==> config.mk <==
export PLATFORM = sky130hd
export DESIGN_NAME = fifo_param
export DESIGN_NICKNAME = d
export VERILOG_FILES = /design/src/rtl/fifo_param.sv
export SDC_FILE = /design/constraint.sdc
export NUM_CORES = 1
export LEC_CHECK = 0
export BUFFER_PORTS_ARGS = -buffer_cell sky130_fd_sc_hd__clkbuf_2
export CORE_ASPECT_RATIO = 2
export CORE_MARGIN = 5
export CORE_UTILIZATION = 40
export DETAILED_ROUTE_END_ITERATION = 16
export PLACE_DENSITY_LB_ADDON = 0.25
export SLEW_MARGIN = 0
export SYNTH_ARGS = -nofsm -noshare
export SYNTH_HDL_FRONTEND = slang
export SYNTH_SLANG_ARGS = --single-unit
export TNS_END_PERCENT = 10
==> constraint.sdc <==
create_clock -name clk -period 4.8 [get_ports clk]
set_clock_uncertainty 0.2 [all_clocks]
set_input_delay 0.96 -clock clk [delete_from_list [all_inputs] [get_ports clk]]
set_output_delay 0.96 -clock clk [all_outputs]
set_load 0.02 [all_outputs]
==> src/rtl/fifo_param.sv <==
// -----------------------------------------------------------------------------
// fifo_param
// Parametrised single-clock FIFO with push/pop interface, occupancy count,
// programmable almost-empty/almost-full thresholds and sticky error flags.
//
// Optional feature macro: FIFO_FWFT_EN
//   undefined : registered read, data_out loads the head word on the edge an
//               accepted pop occurs and holds until the next accepted pop.
//   defined   : first-word-fall-through, data_out continuously shows mem[rptr]
//               (don't-care while empty).
//
// Parameters:
//   WIDTH     data word width (>=1)
//   DEPTH     entries, power of 2, >=4
//   AE_MARGIN almost_empty when count <= AE_MARGIN
//   AF_MARGIN almost_full  when count >= DEPTH-AF_MARGIN
//
// Ports:
//   clk          system clock, rising edge
//   reset_n      synchronous active-low reset
//   push         write request, data_in captured on the same edge
//   pop          read request
//   data_in      write data
//   err_clr      clears ovf_sticky/udf_sticky on the next edge
//   data_out     read data
//   empty        count == 0
//   almost_empty count <= AE_MARGIN
//   almost_full  count >= DEPTH-AF_MARGIN
//   full         count == DEPTH
//   count        occupancy 0..DEPTH
//   error        one-cycle pulse on overflow or underflow
//   ovf_sticky   latched overflow
//   udf_sticky   latched underflow
// -----------------------------------------------------------------------------
module fifo_param #(
  parameter int WIDTH     = 32,
  parameter int DEPTH     = 16,
  parameter int AE_MARGIN = 2,
  parameter int AF_MARGIN = 2
) (
  input  logic                       clk,
  input  logic                       reset_n,
  input  logic                       push,
  input  logic                       pop,
  input  logic [WIDTH-1:0]           data_in,
  input  logic                       err_clr,
  output logic [WIDTH-1:0]           data_out,
  output logic                       empty,
  output logic                       almost_empty,
  output logic                       almost_full,
  output logic                       full,
  output logic [$clog2(DEPTH):0]     count,
  output logic                       error,
  output logic                       ovf_sticky,
  output logic                       udf_sticky
);

  localparam int AW = $clog2(DEPTH);
  localparam int CW = AW + 1;

  localparam logic [CW-1:0] FULL_CNT = CW'(DEPTH);
  localparam logic [CW-1:0] AE_TH    = CW'(AE_MARGIN);
  localparam logic [CW-1:0] AF_TH    = CW'(DEPTH - AF_MARGIN);

  logic [WIDTH-1:0] mem [DEPTH];
  logic [AW-1:0]    wptr;
  logic [AW-1:0]    rptr;

  logic push_ok;
  logic pop_ok;
  logic ovf_ev;
  logic udf_ev;

  // Flags come from the registered count only.
  assign empty        = (count == '0);
  assign full         = (count == FULL_CNT);
  assign almost_empty = (count <= AE_TH);
  assign almost_full  = (count >= AF_TH);

  // A pop frees a slot on the same edge, so push is accepted when full if a
  // pop accompanies it (pop is always legal when full since DEPTH >= 4).
  assign push_ok = push && (!full || pop);
  assign pop_ok  = pop && !empty;
  assign ovf_ev  = push && full && !pop;
  assign udf_ev  = pop && empty;

  // Storage is never cleared; reset only blocks the write on its edge.
  always_ff @(posedge clk) begin
    if (reset_n && push_ok) begin
      mem[wptr] <= data_in;
    end
  end

  always_ff @(posedge clk) begin
    if (!reset_n) begin
      wptr       <= '0;
      rptr       <= '0;
      count      <= '0;
      error      <= 1'b0;
      ovf_sticky <= 1'b0;
      udf_sticky <= 1'b0;
    end else begin
      if (push_ok) wptr <= wptr + AW'(1);
      if (pop_ok)  rptr <= rptr + AW'(1);
      case ({push_ok, pop_ok})
        2'b10:   count <= count + CW'(1);
        2'b01:   count <= count - CW'(1);
        default: count <= count;
      endcase
      error      <= ovf_ev | udf_ev;
      // A new violation in the same cycle as err_clr keeps the flag set.
      ovf_sticky <= ovf_ev | (ovf_sticky & ~err_clr);
      udf_sticky <= udf_ev | (udf_sticky & ~err_clr);
    end
  end

`ifdef FIFO_FWFT_EN
  assign data_out = mem[rptr];
`else
  always_ff @(posedge clk) begin
    if (!reset_n) begin
      data_out <= '0;
    end else if (pop_ok) begin
      data_out <= mem[rptr];
    end
  end
`endif

endmodule

# ---- Yosys cells after proc, flatten, opt, wreduce, memory -nomap -nowiden
# Memory sizes are Yosys's and may differ from the RTL's. A register that Yosys moved wholly into a read port is not among the register bits.
# Index checks and enable logic that the tools add are counted.
dict set report word_totals {
  word_cells 38
  reg_bits 16
  inputBits 37
  output_inout_bits 44
  ram_bits 512
  mem_count 1
}
dict set report op_classes {
  bitwise 6
  add_sub_neg 4
  order_cmp 2
  muxes 3
  eq_ne 3
  reduce_logical 13
}
# memory depth word_bits read_ports rd_ports_with_merged_regs write_ports line
set memory_table {}
lappend memory_table {mem 16 32 1 1 1 65} ;# logic [WIDTH-1:0] mem [DEPTH];
# op count
set op_table {}
lappend op_table {{5-bit case mux with 2 select lines} 1}
lappend op_table {{4-bit by 1-bit adder with 4-bit output (second input constant)} 2}
lappend op_table {{1-bit logical AND} 6}
lappend op_table {{5-bit by 1-bit adder with 5-bit output (second input constant)} 1}
lappend op_table {{5-bit == test (second input constant)} 1}
lappend op_table {{5-bit by 4-bit greater-or-equal comparator with 1-bit output (second input constant)} 1}
lappend op_table {{5-bit by 2-bit less-or-equal comparator with 1-bit output (second input constant)} 1}
lappend op_table {{5-bit zero test} 1}
lappend op_table {{5-bit by 1-bit subtractor with 5-bit output (second input constant)} 1}
lappend op_table {{1-bit zero test} 4}
lappend op_table {{1-bit bitwise OR} 3}
lappend op_table {{1-bit AND} 2}
lappend op_table {{2-bit by 1-bit == test with 1-bit output (second input constant)} 1}
lappend op_table {{2-bit == test (second input constant)} 1}
lappend op_table {{1-bit two-way mux} 2}
lappend op_table {{2-bit nonzero test} 1}
lappend op_table {{1-bit logical OR} 1}
lappend op_table {{1-bit NOT} 1}

# ---- Logic depth before layout (Yosys ltp)
# Gate-level depths: netlist of the first run.
dict set report logic_depth {
  ltp_word 7
  ltp_mapped 12
  ltp_nobuf 11
}

# ---- Worst setup path before layout of the first run
# No wires, ideal clock.
dict set report synth_path {
  path_kind {input-to-reg}
  startpoint {input port pop}
  endpoint {memory mem[7][0] (enable)}
  path_stages 4
  slack_ns 1.128
  path_buffers 0
  setup_time_ns 0.421
  arrival_time_ns 3.051
  required_time_ns 4.179
  cell_sequence {nor2b_1 -> a21boi_1 -> nand2_1 -> nor2_1}
}
dict set report synth_between {
  elab_chain_len 5
}
# element line
set synth_rtl {}
lappend synth_rtl {{from (decl)} 44} ;# input logic pop,
lappend synth_rtl {{1-bit logical OR} 82} ;# assign push_ok = push && (!full || pop);
lappend synth_rtl {{1-bit logical AND} 82}
lappend synth_rtl {{1-bit logical AND} 89} ;# if (reset_n && push_ok) begin
lappend synth_rtl {{1-bit two-way mux} 89}
lappend synth_rtl {{1-bit two-way mux (implied by the code)} 90} ;# mem[wptr] <= data_in;
lappend synth_rtl {{to (decl)} 65}
# No other way between the ends.

# ---- Worst setup path after layout of the first run
dict set report layout_path {
  startpoint {register count[4]}
  endpoint {register count[4]}
}
dict set report layout_between {
  elab_chain_len 6
  word_cells_on_any_way 13
  cone_classes {add/sub: 2; eq/ne: 3; mux: 1; reduce/logical: 7}
}
# element line
set layout_rtl {}
lappend layout_rtl {{from (decl)} 52} ;# output logic [$clog2(DEPTH):0] count,
lappend layout_rtl {{from (signal assigned)} 106} ;# 2'b10: count <= count + CW'(1);
lappend layout_rtl {{from (signal assigned)} 107} ;# 2'b01: count <= count - CW'(1);
lappend layout_rtl {{from (signal assigned)} 108} ;# default: count <= count;
lappend layout_rtl {{5-bit == test} 76} ;# assign full = (count == FULL_CNT);
lappend layout_rtl {{1-bit zero test} 82}
lappend layout_rtl {{1-bit logical OR} 82}
lappend layout_rtl {{1-bit logical AND} 82}
lappend layout_rtl {{2-bit by 1-bit == test with 1-bit output or 2-bit == test (tied branches)} 105} ;# case ({push_ok, pop_ok})
lappend layout_rtl {{5-bit case mux with 2 select lines or 2-bit nonzero test (tied branches)} n/a}
# Parallel ways exist; a longest one is shown, timed or not.
# A chain may end at the register's enable or synchronous reset.

==> flow_metrics.tcl, run 1 <==
set metrics [dict create \
    status "completed" \
    cp-endpoint "count[4]" \
    finalHoldViolations 0 \
    cts_inserted_buffers 47 \
    clock_path_buffers 3 \
    min_period_over_period_pct 66.4 \
    clkTransAtPathRegs_ns 0.07 \
    clk_latency_ns 0.57 \
    finalSetupTns_ns 0 \
    yosys_warnings 0 \
    slew_violations 0 \
    die_w_um 173 \
    final_util_pct 46.1 \
    place_ws_ns 1.17 \
    grt_first_pass_wirelength_mm 69.6 \
    synthTopCellsByCount "edfxtp_1 (512), mux4_2 (128), nor2_1 (75)" \
    antenna_found_initial 0 \
    syn_area_um2 21400 \
    antenna_left 0 \
    synth_most_common_cell "edfxtp_1" \
    cts_root_buffer "clkbuf_16" \
    path_class "flop to flop" \
    final_cell_area_um2 24600 \
    vias 9824 \
    hpwl_mm 26.0 \
    synth_edf_count 512 \
    first_pass_iters 4 \
    relSlewSlack_pct 39.0 \
    layoutNonFillerInstCount 1815 \
    irDropWorstVdd_mv 0.204 \
    cts-resized-gates 0 \
    antenna_cells 0 \
    grtUsageMet3_pct 2.01 \
    coreArea_um2 53300 \
    synth.distinct_cells 40 \
    die_area_um2 58400 \
    holdPathStages 1 \
    cp.required_ns 5.06 \
    power.total_mw 11.6 \
    ys_seq_elements 560 \
    dpl.cell_count 1728 \
    hold_path_class "flop to flop" \
    ys_top_cells_by_area "edfxtp_1 (72%), mux4_2 (13%), dfxtp_1 (4.5%)" \
    die_h_um 337 \
    met1_usage_pct 19.1 \
    routed_wl_mm 46.1 \
    syn_area_per_cell_um2 21.3 \
    syn2layout_area_growth_pct 14.9 \
    worstMarginPinSlew_ns 0.915 \
    r2r_start "count[4]" \
    r2r_slack_ns 1.61 \
    cts_tree "built" \
    grt-busiest-layer "met2" \
    r2r_cells 9 \
    design.portCount 81 \
    synth_fp_nets 1051 \
    use_met2_pct 30.2 \
    grt_pass1_vias 10700 \
    setup_viol 0 \
    layout.nets 1153 \
    drc_errors 0 \
    setup_ws_ns 1.61 \
    fin_hold_ws_ns 0.267 \
    fmax_ghz 0.314 \
    yosysTopAreaCellShare_pct 71.9 \
    reg2reg_to "count[4]" \
    htree_num_levels 2 \
    cap_viol_max_count 0 \
    critPathCaptureType "flop" \
    worstSetupStartpoint "count[4]" \
    wl_per_cell_um 25.4 \
    p_leak_nw 7.86 \
    grt.overflow.total 0 \
    drive_gt1_share_pct 29.6 \
    cts_hold_buffers 0 \
    yosysSeqAreaShare_pct 76.4 \
    synth_ff_type "edfxtp_1" \
    power_per_cell_area_nw_per_um2 474 \
    post_cts_buffers 0 \
    finalCriticalPeriod_ns 3.19 \
    synth-async-reset-ratio_pct 0 \
    via_per_inst 5.41 \
    crit_fanout 8 \
    dpl-instance-area_um2 22900 \
    synth_top_area_cell "edfxtp_1" \
    grt_max_degree 132 \
    drt_iter0_markers 617 \
    rsz0062_at_grt "false" \
    gp_congestion 0.711 \
    portBuffers 80 \
    grt_usage_pct 15.9 \
    num_rows 120 \
    critPathArrivalTime_ns 3.45 \
    cts_num_sinks 560 \
    worst_setup_path_start_kind "flop" \
    syn_inst 1004 \
    initial_core_util_pct 40.1 \
]
[state kept, by name, indices dropped and copies added (netlist names)]
| signal | cells |
|---|---|
| mem | 512 |
| udf_sticky | 1 |
| count | 5 |
| rptr | 4 |
| ovf_sticky | 1 |
| error | 1 |
| wptr | 4 |
| data_out | 32 |
[where the power goes]
part           switching, mW  internal, mW  total [mW]
combinational          0.989         0.843        1.83
clock                   1.71          2.43        4.14
sequential             0.173          5.50        5.67
[area by class of cell]
cell class	instances	area, µm²
Clock buffer	60	1320
Timing Repair Buffer	105	813
Inverter	9	33.8
Clock inverter	27	367
Tap cell	671	840
Sequential cell	560	16300
Multi-Input combinational cell	383	4830
Fill cell	4396	28700
[kinds of logic (layout without fill, tap and decap cells)]
group	after synthesis	count (layout)	share of synthesized area (%)
xor gates and xnor gates	9	9	0.369
adders and majority gates	10	10	0.621
AOI/OAI and AO/OA	47	47	1.73
buffers and inverters	61	201	1.55
DFF	560	560	76.4
muxes	194	194	16.6
and+or+nand+nor	123	123	2.72
[placed cells by master (no fill, tap or decap), drive strengths merged, types with 12 or more instances in the layout]
| cell | n |
|---|---|
| a211o | 29 |
| nor2 | 75 |
| mux4 | 128 |
| nand2 | 14 |
| clkinv | 18 |
| and2 | 12 |
| buf | 25 |
| dfxtp | 48 |
| edfxtp | 512 |
| clkbuf | 140 |
| mux2i | 66 |
[metal layers]
layer	vias to the layer above	wire length [µm]
li1	4301	-
met2	169	25800
met4	0	938
met1	5294	17900
met3	60	1450
met5	-	0
[worst max-delay path, stage by stage, from the launching register on]
cell and delay [ns]:
dfxtp_1 0.37, or3_4 0.41, o31a_1 0.43, ha_1 0.32
ha_1 0.33, nor2b_1 0.14, o21ai_0 0.20, a21oi_1 0.09
or3b_2 0.46, mux2i_1 0.13
[how the worst min path moves through the flow]
stage,start,end,slack (ns)
after floorplan,data_out[18],data_out[18],0.37
after global placement,data_out[29],data_out[29],0.25
after detailed placement,data_out[15],data_out[15],0.26
after CTS,data_out[15],data_out[15],0.27
after global routing,data_out[14],data_out[14],0.30
final,data_out[15],data_out[15],0.27
Note: power is estimated with default switching activity, not from simulation.
==> run 2: changes to the inputs <==
- ABC_AREA: not set -> 1
- clock period: 4.8 -> 2.7 ns (I/O delays scaled with it)
==> run 2 against run 1 <==
Net effect:
- synthesized cell count rose by 130%
- critical path depth rose by 4
- count of clock-buffer cells in the layout rose by 5
- setup slack got worse by 1.4 ns
- sequential power rose by 76%
- critical endpoint unchanged
- utilization fell by 0.44 points
- via count rose by 64%
==> flow_metrics.tcl, run 2 <==
set metrics [dict create \
    p_switching_mw 7.41 \
    dpl-instance-area_um2 25400 \
    final_common_cell "nand2_1" \
    yosysSeqAreaShare_pct 68.5 \
    drive_gt1_share_pct 9.90 \
    syn2layout_area_growth_pct 13.0 \
    hold_path_class "input pin to flop" \
    grt_max_degree 131 \
    top_register "mem" \
    fmax_ghz 0.398 \
    clkTransAtPathRegs_ns 0.07 \
    layout_common_cells "nand2_1 (822), edfxtp_1 (512), nand3_1 (363)" \
    design.portCount 81 \
    syn_inst 2309 \
    cp_num_buf_inv 2 \
    finalHoldViolations 0 \
    layoutNonFillerInstCount 3184 \
    critPathArrivalTime_ns 2.82 \
    power_per_cell_area_nw_per_um2 852 \
    synth_fp_nets 2356 \
    largest_register_ffs 512 \
    synth_most_common_cell "nand2_1" \
    rsz0062_at_grt "false" \
    die_h_um 355 \
    synthTopCellsByCount "nand2_1 (822), edfxtp_1 (512), nand3_1 (363)" \
    hpwl_mm 34.5 \
    wl_per_cell_um 19.9 \
    synth.distinct_cells 28 \
    relSlewSlack_pct 32.5 \
    ys_seq_elements 560 \
    slew_violations 0 \
    crit_fanout 7 \
    antenna_found_initial 5 \
    layout.nets 2422 \
    final_cell_area_um2 27000 \
    critPathCaptureType "flop" \
    crit_chain "nor2_2 -> nand3_2 -> o21ai_4 -> ha_1 -> inv_1 -> fa_1 -> inv_1 -> nand2_1 -> a21boi_0 -> o21bai_1 -> nand2_1 -> nand2_1 -> a21oi_1" \
    coreArea_um2 59100 \
    drc_errors 0 \
    yosys_warnings 0 \
    critPathTopFamily "adder cells" \
    die_area_um2 64900 \
    first_pass_iters 7 \
    worstMarginPinSlew_ns 1.01 \
    antenna_left 0 \
    vias 16100 \
    cp.required_ns 3.00 \
    ys_top_cells_by_area "edfxtp_1 (64%), nand2_1 (13%), nand3_1 (7.6%)" \
    p_int_mw 15.6 \
    routed_wl_mm 63.2 \
    cts_root_buffer "clkbuf_16" \
    p_leak_nw 11.3 \
    grt.overflow.total 0 \
    crit_path_frequent_cell "nand2_1" \
    num_rows 126 \
    cap_viol_max_count 0 \
    cts_tree "built" \
    syn_area_per_cell_um2 10.3 \
    clk_latency_ns 0.58 \
    irDropWorstVdd_mv 0.424 \
    cts-resized-gates 0 \
    p_clk_share_pct 31.0 \
    swShare_pct 32.2 \
    gp_congestion 0.776 \
    synth_ff_type "edfxtp_1" \
    dpl.cell_count 3092 \
    min_period_over_period_pct 93.1 \
    syn_area_um2 23900 \
    final_util_pct 45.6 \
    portBuffers 80 \
    reg_top3 "mem x512, data_out x32, count x5" \
    synth_top_area_cell "edfxtp_1" \
    worst_setup_path_start_kind "flop" \
    worst_path_max_delay_cell "fa_1" \
    via_per_inst 5.05 \
    max_stage_delay_ns 0.41 \
    synth-async-reset-ratio_pct 0 \
    cts_num_sinks 560 \
    htree_num_levels 2 \
    path_class "flop to flop" \
    clock_path_buffers 3 \
    grt_pass1_vias 16000 \
    cts_inserted_buffers 48 \
    setup_viol 0 \
    finalCriticalPeriod_ns 2.51 \
    yosysTopAreaCellShare_pct 64.4 \
    grt_first_pass_wirelength_mm 96.3 \
    synth_edf_count 512 \
    initial_core_util_pct 40.4 \
    status "completed" \
    combPwrFrac_pct 25.4 \
    drt_iter0_markers 1438 \
    die_w_um 183 \
    grt_usage_pct 19.4 \
    pwr-share-seq_pct 43.6 \
]
==> run 2: changes by cell type after synthesis, moves of 42 or more <==
cell | previous run | this run
inv_1 | 9 | 308
buf_2 | 13 | 55
nand3_1 | 2 | 363
nand2_1 | 14 | 822
mux4_2 | 128 | 0
mux2i_1 | 66 | 0
==> run 2: what timing repair did <==
item | in CTS | in global routing
buffers inserted | 0 | 0
endpoints found under the hold margin | 2 | 0
hold buffers | 1 | 0
==> run 2: final timing paths <==
path,to,cells past startpoint,slack [ns],start
setup / recovery,count[4],13,0.19,count[2]
hold / removal,ovf_sticky,3,0.09,push
setup reg to reg,count[4],13,0.19,count[2]
hold reg to reg,ovf_sticky,2,0.28,ovf_sticky
==> run 2: cell families after synthesis <==
logic type                 count (synthesis)  synth area share, %
AOI/OAI and AO/OA                         28                0.666
xor gates and xnor gates                   4                0.147
and+or+nand+nor                         1275                 22.0
buffers and inverters                    432                 8.13
adders and majority gates                 10                0.556
DFF                                      560                 68.5
==> run 2: layout make-up <==
| class | count | area (µm²) |
|---|---|---|
| antenna | 2 | 5.00 |
| clock buffer | 65 | 1360 |
| clock inverter | 24 | 244 |
| fill | 5443 | 32100 |
| inverter | 313 | 1180 |
| multi-input combinational | 1317 | 5710 |
| sequential | 560 | 16300 |
| tap | 768 | 961 |
| timing repair buffer | 135 | 1170 |
==> run 2: layer usage <==
| layer | track usage [%] | wire [µm] | part of all wire, % | vias to the layer above |
|---|---|---|---|---|
| li1 | - | - | - | 7623 |
| met1 | 22.3 | 24000 | 38 | 7893 |
| met2 | 36.1 | 33900 | 54 | 422 |
| met3 | 2.40 | 2860 | 4.5 | 140 |
| met4 | 7.59 | 2490 | 3.9 | 2 |
| met5 | 0 | 7 | 0.011 | - |
==> run 2: per-stage QoR <==
step | hold WS [ns] | total power [mW] | setup slack (ns) | TNS (ns)
floorplan | 0.271 | 14.4 | -0.239 | -120.83
finish | 0.0855 | 23.0 | 0.186 | 0
global route | 0.0823 | 24.2 | 0.0154 | 0
CTS | 0.0474 | 23.2 | 0.196 | 0
global placement | 0.255 | 16.0 | 0.220 | 0
detailed placement | 0.270 | 16.1 | 0.157 | 0
==> run 2: power groups by stage <==
stage | Clock [mW] | Sequential (mW) | Combinational (mW)
floorplan | 0 | 10.4 | 4.03
global placement | 0 | 10.2 | 5.78
detailed placement | 0 | 10.2 | 5.85
CTS | 7.29 | 10.0 | 5.88
global route | 7.63 | 10.1 | 6.54
finish | 7.13 | 10.0 | 5.83
==> run 2: worst register-to-register path, stage by stage, from the launching register on <==
cell and delay, ns:
dfxtp_1 0.35, nor2_2 0.18, nand3_2 0.14, o21ai_4 0.23, ha_1 0.22, inv_1 0.06
fa_1 0.41, inv_1 0.09, nand2_1 0.07, a21boi_0 0.16, o21bai_1 0.10, nand2_1 0.07
nand2_1 0.05, a21oi_1 0.11
==> run 3: changes to the inputs <==
- CAP_MARGIN: not set -> 20
- GPL_TIMING_DRIVEN: not set -> 0
==> run 3 against run 2 <==
Net effect:
- critical endpoint is now mem[7][12]
- sequential share of layout area shrank 0.58 points
- largest power group unchanged
- first-iteration DRC count is 1.2% higher
- worst hold slack worse by 0.055 ns
- utilization up 0.44 points
- final cell count is 2.4% higher
- total power increased by 3.2%
- non-clock buffer count rose by 85
- critical path depth is 8 lower
- cell area is 0.96% higher
- combinational power increased by 21%
- register-to-register slack got worse by 0.07 ns
- fmax down 4.7%
==> flow_metrics.tcl, run 3 (synthesis results as in run 2) <==
set metrics [dict create \
    grt_first_pass_wirelength_mm 106 \
    min_period_over_period_pct 97.7 \
    finalHoldViolations 0 \
    portBuffers 80 \
    grtUsageMet3_pct 2.39 \
    die_w_um 183 \
    worst_setup_path_start_kind "input pin" \
    die_h_um 355 \
    via_per_inst 5.15 \
    status "completed" \
    design.portCount 81 \
    setup_ws_ns 0.0622 \
    place_ws_ns -0.534 \
    drive_gt1_share_pct 11.7 \
    cap_viol_max_count 0 \
    power_per_cell_area_nw_per_um2 871 \
    clock_path_buffers 3 \
    final_util_pct 46.1 \
    wl_per_cell_um 22.2 \
    first_pass_iters 7 \
    cts_num_sinks 560 \
    antenna_found_initial 1 \
    drc_errors 0 \
    grt-busiest-layer "met2" \
    gp_congestion 0.860 \
    cp-endpoint "mem[7][12]" \
    r2r_start "count[1]" \
    clk_latency_ns 0.59 \
    drt_iter0_markers 1455 \
    dpl-instance-area_um2 25700 \
    r2r_slack_ns 0.12 \
    largest_register_ffs 512 \
    setup_viol 0 \
    grt.overflow.total 0 \
    use_met2_pct 40.6 \
    cts_tree "built" \
    met1_usage_pct 24.7 \
    layoutNonFillerInstCount 3262 \
    vias 16800 \
    final_common_cell "nand2_1" \
    dpl.cell_count 3173 \
    multiInputGateArea_um2 5740 \
    reg_top3 "mem x512, data_out x32, count x5" \
    critPathCaptureType "flop" \
    fmax_ghz 0.379 \
    hold_path_class "input pin to flop" \
    grt_usage_pct 22.0 \
    fin_hold_ws_ns 0.0307 \
    layout.nets 2505 \
    crit_fanout 17 \
    worstSetupStartpoint "reset_n" \
    num_rows 126 \
    cts_root_buffer "clkbuf_16" \
    routed_wl_mm 72.5 \
    antenna_left 0 \
    fillers 5358 \
    cts_inserted_buffers 46 \
    relSlewSlack_pct 21.0 \
    htree_num_levels 2 \
    cp.required_ns 2.77 \
    final_cell_area_um2 27200 \
    path_class "input pin to flop" \
    irDropWorstVdd_mv 0.494 \
    p_leak_nw 11.5 \
    slew_violations 0 \
    syn2layout_area_growth_pct 14.1 \
    antenna_cells 0 \
    reg2reg_to "mem[0][13]" \
    initial_core_util_pct 40.4 \
    die_area_um2 64900 \
    finalCriticalPeriod_ns 2.64 \
    clkTransAtPathRegs_ns 0.07 \
    rsz0062_at_grt "false" \
    critPathArrivalTime_ns 2.70 \
    top_register "mem" \
    r2r_cells 7 \
    layout_common_cells "nand2_1 (822), edfxtp_1 (512), nand3_1 (362)" \
    grt_pass1_vias 16600 \
    register_area_um2 16300 \
    hpwl_mm 48.8 \
    grt_max_degree 24 \
    coreArea_um2 59100 \
    worstMarginPinSlew_ns 1.18 \
]
## run 3: cell count changes in the layout (fill, tap and decap cells not counted), sizes merged
| cell | change |
|---|---|
| buf | +71 |
| clkbuf | +10 |
| bufinv | -2 |
| diode | -2 |
| clkinvlp | +1 |
| dlygate4sd3 | -1 |
| inv | +1 |
## run 3: per-stage QoR
step           power [mW]  setup TNS, ns
2_1_floorplan        14.4        -120.83
3_3_place_gp         17.0       -1212.74
3_5_place_dp         17.1        -123.16
4_1_cts              23.8              0
5_1_grt              24.8              0
6_report             23.7              0
## run 3: worst min path at each step
stage	from	endpoint	slack [ns]	depth (start not counted)
floorplan	wptr[3]	wptr[3]	0.27	2
global placement	ovf_sticky	ovf_sticky	0.26	2
detailed placement	ovf_sticky	ovf_sticky	0.28	2
CTS	err_clr	ovf_sticky	0.0006	4
global route	err_clr	udf_sticky	0.03	4
finish	err_clr	udf_sticky	0.03	4
## run 3: final cells by class
cell class	count	share of cell area [%]
plain buffers	119	2.84
clock buffers	60	4.61
clock inverters	24	0.721
inverters	313	4.32
multi-input cells	1317	21.1
flip-flops and latches	560	60.0
well taps	768	3.53
repair buffers	101	2.89
## run 3: layer usage
metal  up-vias  part of all wire [%]
li1       7777                     -
met2       763                    53
met1      8037                    35
met3       226                   6.3
met5         -                 0.026
met4         2                   6.0
## run 3: critical path, stage by stage
cell and delay, ns:
clkbuf_2 0.13, clkbuf_1 0.52, nand3_1 0.47, nor2_4 0.74, buf_12 0.27
## run 3: power breakdown
group | switching (mW) | total, mW | internal, mW | leakage, nW
Clock | 3.12 | 6.69 | 3.57 | 0.709
Sequential | 0.210 | 9.99 | 9.78 | 5.01
Combinational | 4.95 | 7.03 | 2.09 | 5.75
## run 3: what timing repair did
| action | 4_1_cts | 5_1_grt |
|---|---|---|
| setup endpoints to repair | 3 | 66 |
| resized for setup | 9 | 5 |
| hold buffers | 0 | 0 |
| pin swaps | 0 | 2 |
| buffers inserted | 0 | 5 |
